`config.mk`:
```
export PLATFORM = sky130hd
export DESIGN_NAME = mod_n_down_counter
export DESIGN_NICKNAME = d
export VERILOG_FILES = /design/src/rtl/mod_n_down_counter_pkg.sv /design/src/rtl/mod_n_down_counter_dff_sync_rst.sv /design/src/rtl/mod_n_down_counter.sv
export SDC_FILE = /design/constraint.sdc
export NUM_CORES = 1
export LEC_CHECK = 0
export CORE_AREA = 5 5 42 44
export CTS_CLUSTER_SIZE = 10
export DETAILED_ROUTE_END_ITERATION = 8
export DIE_AREA = 0 0 47 49
export SLEW_MARGIN = 0
export SYNTH_ARGS = -nofsm -noshare
export SYNTH_HDL_FRONTEND = slang
export SYNTH_SLANG_ARGS = --single-unit
export TNS_END_PERCENT = 100
```
`constraint.sdc`:
```
create_clock -name clk -period 2.15 [get_ports clk]
set_clock_uncertainty 0.1 [all_clocks]
set_input_delay 0.3225 -clock clk [delete_from_list [all_inputs] [get_ports clk]]
set_output_delay 0.3225 -clock clk [all_outputs]
set_load 0.1 [all_outputs]
```
`src/rtl/mod_n_down_counter_pkg.sv`:
```
// Shared definitions for the modulo-N down counter: reset polarity, operation
// encoding and a ceil(log2) helper for sizing WIDTH from MOD.
package mod_n_down_counter_pkg;

  localparam logic CNT_RST_LEVEL = 1'b1;

  typedef enum logic [1:0] {
    OP_HOLD,
    OP_LOAD,
    OP_DEC,
    OP_WRAP
  } cnt_op_e;

  function automatic int clog2(input int value);
    int result;
    result = 0;
    while ((1 << result) < value) result++;
    return result;
  endfunction

endpackage

```
`src/rtl/mod_n_down_counter_dff_sync_rst.sv`:
```
// Single D flip-flop with synchronous reset to a per-instance value.
module dff_sync_rst
  import mod_n_down_counter_pkg::*;
#(
  parameter logic RST_VAL = 1'b0
) (
  input  logic clk,
  input  logic rst,
  input  logic d,
  output logic q
);

  // NOTE: reset is sampled only at the clock edge (synchronous), and state
  // always updates with non-blocking assignments.
  always_ff @(posedge clk) begin
    if (rst == CNT_RST_LEVEL) q <= RST_VAL;
    else                      q <= d;
  end

endmodule

```
`src/rtl/mod_n_down_counter.sv`:
```
// Loadable modulo-MOD down counter built from dff_sync_rst bit cells.
// Define DOWNCNT_HOLD_AT_ZERO_EN for one-shot mode (count sticks at zero).
module mod_n_down_counter
  import mod_n_down_counter_pkg::*;
#(
  parameter int WIDTH = 4,
  parameter int MOD   = 16
) (
  input  logic             clk,
  input  logic             rst,
  input  logic             en,
  input  logic             load,
  input  logic [WIDTH-1:0] load_val,
  output logic [WIDTH-1:0] q,
  output logic             tc,
  output logic             done
);

  localparam logic [WIDTH-1:0] MAX_VAL = WIDTH'(MOD - 1);
  localparam logic [WIDTH-1:0] ONE     = WIDTH'(1);
  localparam logic [WIDTH:0]   MOD_EXT = (WIDTH + 1)'(MOD);

`ifdef DOWNCNT_HOLD_AT_ZERO_EN
  localparam logic [WIDTH-1:0] WRAP_VAL = '0;
`else
  localparam logic [WIDTH-1:0] WRAP_VAL = MAX_VAL;
`endif

  cnt_op_e          op;
  logic [WIDTH-1:0] q_q, q_d;
  logic [WIDTH-1:0] load_clamped;
  logic             done_q, done_d;
  logic             q_is_zero;

  assign q_is_zero = (q_q == '0);

  assign op = load ? OP_LOAD
            : en   ? (q_is_zero ? OP_WRAP : OP_DEC)
            :        OP_HOLD;

  // Widened compare so MOD == 2**WIDTH stays representable.
  assign load_clamped = ({1'b0, load_val} >= MOD_EXT) ? MAX_VAL : load_val;

  assign q_d = (op == OP_LOAD) ? load_clamped
             : (op == OP_DEC)  ? q_q - ONE
             : (op == OP_WRAP) ? WRAP_VAL
             :                   q_q;

  assign done_d = (op == OP_DEC) && (q_q == ONE);

  for (genvar i = 0; i < WIDTH; i++) begin : g_q_bit
    dff_sync_rst #(.RST_VAL(MAX_VAL[i])) u_dff (
      .clk (clk),
      .rst (rst),
      .d   (q_d[i]),
      .q   (q_q[i])
    );
  end

  dff_sync_rst #(.RST_VAL(1'b0)) u_done_dff (
    .clk (clk),
    .rst (rst),
    .d   (done_d),
    .q   (done_q)
  );

  assign q    = q_q;
  assign done = done_q;
  assign tc   = en & q_is_zero;

endmodule
```
==> out/qor.txt, run 1 <==
status: complete, no violations
Max Cap Violations: 0
chip height: 49 um
leading area contributor after synthesis: dfxtp_1
count of non-filler cells in the finished layout: 66
Hold Buf Count CTS: 0
HPWL after DPL: 572 um
most common flop cell mapped by yosys: dfxtp_1
share of cells above drive strength 1: 0.260
total iterations of the first detailed-routing run: 6
final instance area: 478 um2
Synth Cell Area: 332 um2
Final nets: 62
Pleak: 0.203 nW
most common cell after layout, fill and taps aside: clkdlybuf4s50_1
Die Width: 47 um
post-layout min period: 2030 ps
Final Max Slew Viols: 0
Least-Margin Pin Slew: 304 ps
CP Capture Type: primary output
GRT Total Usage: 0.0739
Ys Warns: 0
I/O Buffers: 13
commonest non-fill, non-tap cells in the layout: 7 x clkdlybuf4s50_1, 5 x dfxtp_1, 5 x buf_4, 4 x a21oi_1
ys async rst share: 0
largest net degree at the start of global routing: 10
Max Clk Rate: 492 MHz
crit path kind: reg2out
Crit path arrival time: 1610 ps
critical path required time: 1730 ps
Slew HR: 0.797
cts bufs inserted: 3
DP Cell Count: 62
drt via density: 4.71
H-tree levels: 1
Root Driver: clkbuf_4
Synth area leaders: dfxtp_1 30%, buf_4 11%, ha_1 11%, o31ai_1 6.8%, a21oi_1 6.0%
met3 wire length: 127 um
initial antenna violation count: 0
CP max FO: 4
Pwr Total: 0.310 mW
total congestion overflow: 0
met2 routed WL: 327 um
PD cells: 649 nW/um2
clk_lat worst skew: 240 ps
Post-synth EDFFs: 0
vias in the first global route: 267
Remaining DRCs: 0
initial drt markers: 6
highest routed layer: met4
Post-Synthesis Mean Instance Area: 8.73 um2
Starting Density: 0.237
FF-to-FF setup slack: 470 ps
placed inst area: 449 um2
CTS tree: built
core area: 1400 um2
Syn Inst Count: 38
Setup-failing EPs final: 0
gpl congestion: 0.726
register clock-pin slew on the reported worst setup and hold paths: 40 ps
hold crit path type: reg2reg
CTS Buffer Depth: 2
area share of the largest cell type after synthesis: 0.302
crit start category: flip-flop
Routed WL: 757 um
via count: 311
synth-to-layout area growth: 44.2%
period utilization: 0.945
post-synthesis sequential area ratio: 0.302
setup TNS: 0 ps
diode count: 0
post-route ant nets: 0
first-pass GRT wire length: 1170 um
synth unique cells: 17
# IOs: 14
DIE AREA: 2300 um2
# rows: 14
FF+latch count, synth: 5
Hold Fails Final Rpt: 0
unrepaired setup endpoints after global routing: false
fin util: 0.341
drt wl/cell: 11.5 um
maximum vdd drop: 0.000220 V
clk sink count: 5
Post-Syn Nets: 49
wl on met1: 298 um
## registers in the layout, indices dropped and copies added (netlist names)
register / count
u_done_dff.q: 1
g_q_bit.u_dff.q: 4
## layer usage
metal	vias to the layer above	global-route usage
li1	157	-
met1	137	0.0877
met2	15	0.0905
met3	2	0.0590
met4	0	0.0415
met5	-	0
## synthesized netlist by cell type, types with 2 or more instances
cell type  number
buf_4           5
dfxtp_1         5
a21oi_1         4
ha_1            3
inv_1           3
nor2_1          3
o31ai_1         3
nand3_1         2
nor2b_1         2
## metrics by stage
stage | setup slack (ps) | hold WS (ps)
final | 118 | 444
after global routing | 21.5 | 498
after detailed placement | 353 | 450
after global placement | 353 | 460
after floorplan | 242 | 299
after CTS | 74.6 | 457
## cell type report
cell class                 count  area [um2]
inverter                       3        11.3
fill                         165         923
tap                           16        20.0
clock buffer                   4        26.3
multi-input combinational     25         193
timing repair buffer          13         128
sequential                     5         100
## cells by family (layout without fill, tap and decap cells)
group,Yosys count,in the layout,share of synthesized area
simple gates,11,11,0.204
buf+inv,8,20,0.147
fa+ha+maj,3,3,0.113
flops,5,5,0.302
compound gates,11,11,0.234
## worst paths after layout
| path | startpoint | cells after the start | end |
|---|---|---|---|
| max | g_q_bit[1].u_dff.q | 5 | tc |
| min | g_q_bit[3].u_dff.q | 1 | u_done_dff.q |
| max reg2reg | g_q_bit[1].u_dff.q | 5 | g_q_bit[1].u_dff.q |
| min reg2reg | g_q_bit[3].u_dff.q | 1 | u_done_dff.q |
## worst max-delay path, stage by stage, from the launching register on
cell and delay, ps:
dfxtp_1 330, inv_1 120, ha_2 220, or3b_4 410, nor2_4 110, buf_12 180
## power by group
group	leakage [nW]	total (mW)	switching (mW)	internal, mW
registers	0.0415	0.107	0.00825	0.0992
logic	0.147	0.0943	0.0637	0.0306
clock network	0.0150	0.108	0.0381	0.0701
total	0.203	0.310	0.110	0.200
## repair_timing
| action | in CTS | in global routing |
|---|---|---|
| gates resized for setup | 0 | 2 |
| endpoints found under the setup margin | 0 | 1 |
| buffers inserted | 0 | 0 |
Note: power is estimated with default switching activity, not from simulation.
==> inputs of run 2 (changes only) <==
CAP_MARGIN = 40   (was unset)
==> results of run 2 <==
Same layout as run 1: the final DEF is identical, and so are final timing and power.
